## config.mk

```make
export PLATFORM = sky130hd
export DESIGN_NAME = mpm_port_requester
export DESIGN_NICKNAME = d
export VERILOG_FILES = /design/src/rtl/mpm_port_requester.sv
export SDC_FILE = /design/constraint.sdc
export NUM_CORES = 1
export LEC_CHECK = 0
export CORE_MARGIN = 3
export CORE_UTILIZATION = 40
export DETAILED_ROUTE_END_ITERATION = 6
export PLACE_DENSITY = 0.74
export SYNTH_ARGS = -nofsm -noshare
export SYNTH_HDL_FRONTEND = slang
export SYNTH_SLANG_ARGS = --single-unit
```

## constraint.sdc

```tcl
create_clock -name clk -period 2.6 [get_ports clk]
set_clock_uncertainty 0.1 [all_clocks]
set_input_delay 0.52 -clock clk [delete_from_list [all_inputs] [get_ports clk]]
set_output_delay 0.52 -clock clk [all_outputs]
set_load 0.05 [all_outputs]
```

## src/rtl/mpm_port_requester.sv

```systemverilog
// Initiator for the multi-ported XOR memory: per-port request holding, RAW/WAW hazard
// blocking and read response return. Define MPM_REQ_FWD_EN to forward last-cycle writes to reads.
module mpm_port_requester #(
  parameter int WIDTH = 8,
  parameter int DEPTH = 256,
  parameter int PORTS = 2,
  localparam int AW = $clog2(DEPTH)
) (
  input  logic                   clk,
  input  logic                   rst,
  input  logic [PORTS-1:0]       req_valid,
  output logic [PORTS-1:0]       req_ready,
  input  logic [PORTS-1:0]       req_we,
  input  logic [PORTS*AW-1:0]    req_addr,
  input  logic [PORTS*WIDTH-1:0] req_wdata,
  output logic [PORTS-1:0]       rsp_valid,
  output logic [PORTS*WIDTH-1:0] rsp_rdata,
  output logic [PORTS*AW-1:0]    mem_addr,
  output logic [PORTS*WIDTH-1:0] mem_d,
  output logic [PORTS-1:0]       mem_en,
  input  logic [PORTS*WIDTH-1:0] mem_q,
  output logic [15:0]            stall_cnt
);

  // Handshake: a request transfers on the rising edge where req_valid && req_ready;
  // req_ready does not depend on req_valid. rsp_valid is a pulse with no backpressure.
  logic [PORTS-1:0] hold_v;
  logic [PORTS-1:0] hold_we;
  logic [AW-1:0]    hold_addr  [PORTS];
  logic [WIDTH-1:0] hold_wdata [PORTS];

  logic [PORTS-1:0] prev_wr_v;
  logic [AW-1:0]    prev_wr_addr [PORTS];
  logic [PORTS-1:0] rd_pend;
  logic [WIDTH-1:0] last_rdata [PORTS];
  logic [WIDTH-1:0] rsp_cur    [PORTS];

  logic [PORTS-1:0] issue;
  logic [PORTS-1:0] blocked;

`ifdef MPM_REQ_FWD_EN
  logic [WIDTH-1:0] prev_wr_data [PORTS];
  logic [PORTS-1:0] fwd_hit;
  logic [WIDTH-1:0] fwd_data_c   [PORTS];
  logic [PORTS-1:0] fwd_v;
  logic [WIDTH-1:0] fwd_data     [PORTS];
`endif

  // Ports are resolved in index order so a write sees which lower ports already issued.
  always_comb begin : arb_blk
    logic [PORTS-1:0] iss;
    logic raw_hit;
    logic waw_hit;
    iss     = '0;
    blocked = '0;
    raw_hit = 1'b0;
    waw_hit = 1'b0;
`ifdef MPM_REQ_FWD_EN
    fwd_hit = '0;
    for (int p = 0; p < PORTS; p++) fwd_data_c[p] = '0;
`endif
    for (int p = 0; p < PORTS; p++) begin
      raw_hit = 1'b0;
      waw_hit = 1'b0;
      for (int q = 0; q < PORTS; q++) begin
        if (prev_wr_v[q] && prev_wr_addr[q] == hold_addr[p]) begin
`ifdef MPM_REQ_FWD_EN
          fwd_hit[p]    = 1'b1;
          fwd_data_c[p] = prev_wr_data[q];
`else
          raw_hit = 1'b1;
`endif
        end
        if (q < p && iss[q] && hold_we[q] && hold_addr[q] == hold_addr[p]) waw_hit = 1'b1;
      end
      blocked[p] = !rst && hold_v[p] && (hold_we[p] ? waw_hit : raw_hit);
      iss[p]     = !rst && hold_v[p] && !blocked[p];
    end
    issue = iss;
  end

  always_comb begin
    for (int p = 0; p < PORTS; p++) begin
      rsp_cur[p] = mem_q[p*WIDTH +: WIDTH];
`ifdef MPM_REQ_FWD_EN
      if (fwd_v[p]) rsp_cur[p] = fwd_data[p];
`endif
    end
  end

  always_comb begin
    req_ready = '0;
    mem_en    = '0;
    mem_d     = '0;
    mem_addr  = '0;
    rsp_valid = '0;
    rsp_rdata = '0;
    for (int p = 0; p < PORTS; p++) begin
      req_ready[p]                = !rst && (!hold_v[p] || issue[p]);
      mem_en[p]                   = issue[p] && hold_we[p];
      mem_addr[p*AW +: AW]        = hold_addr[p];
      mem_d[p*WIDTH +: WIDTH]     = mem_en[p] ? hold_wdata[p] : '0;
      rsp_valid[p]                = rd_pend[p] && !rst;
      rsp_rdata[p*WIDTH +: WIDTH] = rsp_valid[p] ? rsp_cur[p] : last_rdata[p];
    end
  end

  always_ff @(posedge clk) begin
    if (rst) begin
      hold_v    <= '0;
      prev_wr_v <= '0;
      rd_pend   <= '0;
      stall_cnt <= '0;
      for (int p = 0; p < PORTS; p++) last_rdata[p] <= '0;
`ifdef MPM_REQ_FWD_EN
      fwd_v <= '0;
`endif
    end else begin
      for (int p = 0; p < PORTS; p++) begin
        if (req_ready[p]) begin
          hold_v[p] <= req_valid[p];
          if (req_valid[p]) begin
            hold_we[p]    <= req_we[p];
            hold_addr[p]  <= req_addr[p*AW +: AW];
            hold_wdata[p] <= req_wdata[p*WIDTH +: WIDTH];
          end
        end
        prev_wr_v[p]    <= issue[p] && hold_we[p];
        prev_wr_addr[p] <= hold_addr[p];
        rd_pend[p]      <= issue[p] && !hold_we[p];
        if (rsp_valid[p]) last_rdata[p] <= rsp_cur[p];
`ifdef MPM_REQ_FWD_EN
        prev_wr_data[p] <= hold_wdata[p];
        fwd_v[p]        <= issue[p] && !hold_we[p] && fwd_hit[p];
        fwd_data[p]     <= fwd_data_c[p];
`endif
      end
      if (|blocked && stall_cnt != 16'hFFFF) stall_cnt <= stall_cnt + 16'd1;
    end
  end

endmodule

```

* Yosys cells after proc, flatten, opt, wreduce, memory -nomap -nowiden
Memories as Yosys holds them, arrays and structs flattened. Cells that the tools add are included.
Word-level totals: word-level logic and storage cells 83, output and inout bits 70, register bits after elaboration 24, bits of input ports 54, bits in writable memories 64, memories 4
Memories:
- hold_addr | words 2, width 8, rd ports 2, clocked after Yosys merged registers in 0, wr ports 2, line 29 | logic [AW-1:0] hold_addr [PORTS];
- hold_wdata | words 2, width 8, rd ports 2, clocked after Yosys merged registers in 0, wr ports 2, line 30 | logic [WIDTH-1:0] hold_wdata [PORTS];
- last_rdata | words 2, width 8, rd ports 2, clocked after Yosys merged registers in 0, wr ports 2, line 35 | logic [WIDTH-1:0] last_rdata [PORTS];
- prev_wr_addr | words 2, width 8, rd ports 2, clocked after Yosys merged registers in 0, wr ports 2, line 33 | logic [AW-1:0] prev_wr_addr [PORTS];
Operators by class: reduce and logical (&&, ||, !) cells 32, eq/ne operators 6, add/subtract/negate cells 1, muxes and demuxes 30, bitwise gates (word level) 3
Operator list (count):
- $mux 8 | 6
- $eq 8x8->1 | 5
- $mux 1 | 24
- $logic_and 1x1->1 | 20
- $add 16x1->16 const B | 1
- $ne 16x16->1 const B | 1
- $logic_not 1->1 | 7
- $reduce_and 3->1 | 2
- $logic_or 1x1->1 | 2
- $or 1x1->1 | 2
- $reduce_or 2->1 | 1
- $not 1->1 | 1

* Longest topological paths before layout
depth in word-level cells 20, gate-level depth with buffers 8, depth with buffers taken out 7

* Worst setup path after synthesis
No wires, ideal clock.
kind reg2out, start memory hold_addr[0][12] (netlist bit), end output mem_d[10], cell stages (with the launch flop) 6, data required time 1.980 ns, arrival 3.720 ns, path slack -1.740 ns, path buffers 0, path through edfxtp_1 -> xnor2_1 -> nand4_4 -> nor3_4 -> nor4b_1 -> and2_1
RTL lines:
- from (decl) | line 29
- to (decl) | line 19 | output logic [PORTS*WIDTH-1:0] mem_d,

==> results.cfg <==
[run_status]
status = finished, violations left
violations = negative setup slack

[detailed_routing]
drc = 0
wl_per_cell_um = 15.4
first_iter_violations = 122
vias_per_cell = 5.00
drtPass1Iterations = 4
wirelength_mm = 9.66
final_antenna_net_count = 0
num_vias = 3133

[critical_path]
reg2reg_from = hold_addr[0][3]
worst_setup_path_end_kind = primary output
r2r_cells = 9
crit_required_ns = 1.98
cp_max_fo = 5
crit_type = flop to primary output
crit_buf_inv = 2
start_kind = flop
slowest_delay_ns = 0.50
crit_arrival_ns = 2.08
cp_top_family = flip-flops
path_cells = xnor2_1 > nand2_1 > nor3_4 > buf_4 > o31a_1 > nor2_2 > buf_12
regToRegEndpoint = stall_cnt[15]
crit_slowest_cell = edfxtp_1
rrSetupSlack_ns = 0.04

[global_routing]
grt_util_all_layers = 0.169
antenna_found_initial = 0
grt_max_degree = 21
grt_pass1_wl_mm = 15.2
met2_usage = 0.302
top_usage_layer = met2
gr-total-overflow = 0
grt_pass1_vias = 3204
grtUsageMet1 = 0.198
grt_util_met3 = 0.0383

[synth]
syn_area_per_cell_um2 = 12.7
syn_nets = 371
synth_largest_area_cell = edfxtp_1
synth_top_area_share = 0.492
ys_seq_elements = 88
ys_top_cells_by_area = edfxtp_1 (49%), dfxtp_1 (11%), xnor2_1 (9.8%)
synthFlopType = edfxtp_1
yosys_warnings = 0
synth_cell_types = 45
yosysMostFrequentCell = edfxtp_1
synth_top_cells_by_count = edfxtp_1 (66), xnor2_1 (45), dfxtp_1 (22), nor2b_1 (20)
syn_area_um2 = 4030
synth_edf_count = 66
synthArstFlopShare = 0
ys_seq_area_frac = 0.601
synthCells = 316

[pwr]
p_clk_frac = 0.343
p_leak_nw = 2.29
switching_share = 0.244
combPwrFrac = 0.162
seqPwrFrac = 0.495
peakVddDrop_uv = 352
switching_power_uw = 796
power.density_nw_per_um2 = 515
p_int_mw = 2.47
power_mw = 3.26

[clock_network]
cts_tree = done
root_buffer = clkbuf_8
cts_buffers = 9
htreeDepth = 3
clk_latency_ns = 0.35
path_clk_slew_ns = 0.09
cts_sinks = 88
cts_buffer_depth = 2

[timing]
drv_slew = 0
rsz0062_at_grt = yes
maxSlewHeadroom = 0.440
holdWs_ns = 0.419
setup_viol = 10
setup_slack_ns = -0.0973
tightest_slew_ns = 0.839
post-route-min-period_ns = 2.70
max_freq_mhz = 371
hold_viol = 0
post-route-period-util = 1.04

[hold_path]
min_from = stall_cnt[5]
hold_path.class = flop to flop
min_to = stall_cnt[5]
min_path_cells = 2

[die]
num_rows = 36
die_h_um = 106
die_x_um = 106
initial_core_util = 0.412
io-pin-count = 124
die_area_um2 = 11300
core_um2 = 9770

[placed_design]
io_buffer_count = 123
placed_area_um2 = 5810
gp_congestion = 0.821
dp_hpwl_mm = 7.00

[final_layout]
syn_to_final_growth_pct = 57.3
antenna_cells = 0
layout-drive-gt1-share = 0.314
final_nets = 544
fin_area_um2 = 6340

[run]
cap_violations = 0
[cells in the final DEF (no fill, tap or decap), types with 3 or more instances in the layout]
cell              n
edfxtp_1         66
o31ai_1           3
nor2_1           14
and2_1            8
clkdlybuf4s50_1  84
nor2b_1          19
nand2_1           9
xnor2_1          34
nand3_1          14
xnor2_2          11
dfxtp_1          22
inv_1             6
nor3_2            4
or4_1             3
buf_12           23
nand4_1           9
a21oi_1          10
nor3_1            6
and3_1            4
nand3b_1          3
buf_4            60
and2_2            7
clkbuf_8          9
bufinv_16         3
mux2_2           16
nor4b_1           3
[power by group through the flow]
stage	sequential (mW)	clock, mW	combinational (mW)
6_report	1.61	1.12	0.529
5_1_grt	1.62	1.21	0.556
4_1_cts	1.61	1.15	0.513
3_5_place_dp	1.65	0	0.488
3_3_place_gp	1.65	0	0.482
2_1_floorplan	1.69	0	0.217
[final cells by class]
cell class | instances | area, um^2
fillers | 746 | 3440
multi-input cells | 215 | 1710
repair buffers | 169 | 1770
well taps | 133 | 166
clock buffers | 9 | 124
inverters | 6 | 22.5
clock inverters | 7 | 119
flip-flops and latches | 88 | 2420
[flip-flops by register name, summed over array words and instances, names as in the netlist]
signal,cells
hold_addr,16
stall_cnt,16
prev_wr_addr,16
hold_wdata,16
prev_wr_v,2
last_rdata,16
hold_we,2
hold_v,2
rd_pend,2
[tightest hold or removal path: stages, from the launching register on]
cell and delay, ns:
dfxtp_1 0.34, o31ai_1 0.08, a21oi_1 0.06
[logic make-up after synthesis]
logic type      Yosys count  synth area share
simple gates            121             0.178
flops                    88             0.601
xor+xnor                 46             0.100
compound gates           29            0.0547
mux                      18            0.0500
buf+inv                  13            0.0130
fa+ha+maj                 1           0.00311
[worst max-delay path by stage]
stage                               to        startpoint  depth (start not counted)
after detailed placement  stall_cnt[5]               rst                          8
after floorplan              mem_d[10]  hold_addr[0][12]                          5
final                     req_ready[1]   hold_addr[0][3]                          7
after global routing         mem_d[12]   hold_addr[0][3]                          7
after global placement       mem_d[11]               rst                          8
after CTS                    mem_d[14]   hold_addr[0][7]                          7
[timing repair]
action | 4_1_cts | 5_1_grt
hold buffers | 0 | 0
endpoints found under the setup margin | 28 | 21
pin swaps | 7 | 4
gates resized for setup | 11 | 15
buffers inserted | 14 | 7
[stage by stage]
| step | util | TNS (ns) | instances | worst slack, ns |
|---|---|---|---|---|
| 6_report | 0.648 | -0.835 | 627 | -0.0973 |
| 5_1_grt | 0.648 | -3.07 | 627 | -0.228 |
| 4_1_cts | 0.635 | -1.60 | 620 | -0.182 |
| 3_5_place_dp | 0.595 | -10.42 | 591 | -0.350 |
| 3_3_place_gp | 0.595 | -9.86 | 591 | -0.321 |
| 2_1_floorplan | - | -2.80 | 316 | -0.342 |
[per-layer routing]
layer / wire [um] / vias to the layer above
met4: 261 / 0
met1: 3910 / 1489
li1: - / 1504
met3: 507 / 25
met5: 0 / -
met2: 4980 / 115
(Power assumes the default switching activity.)
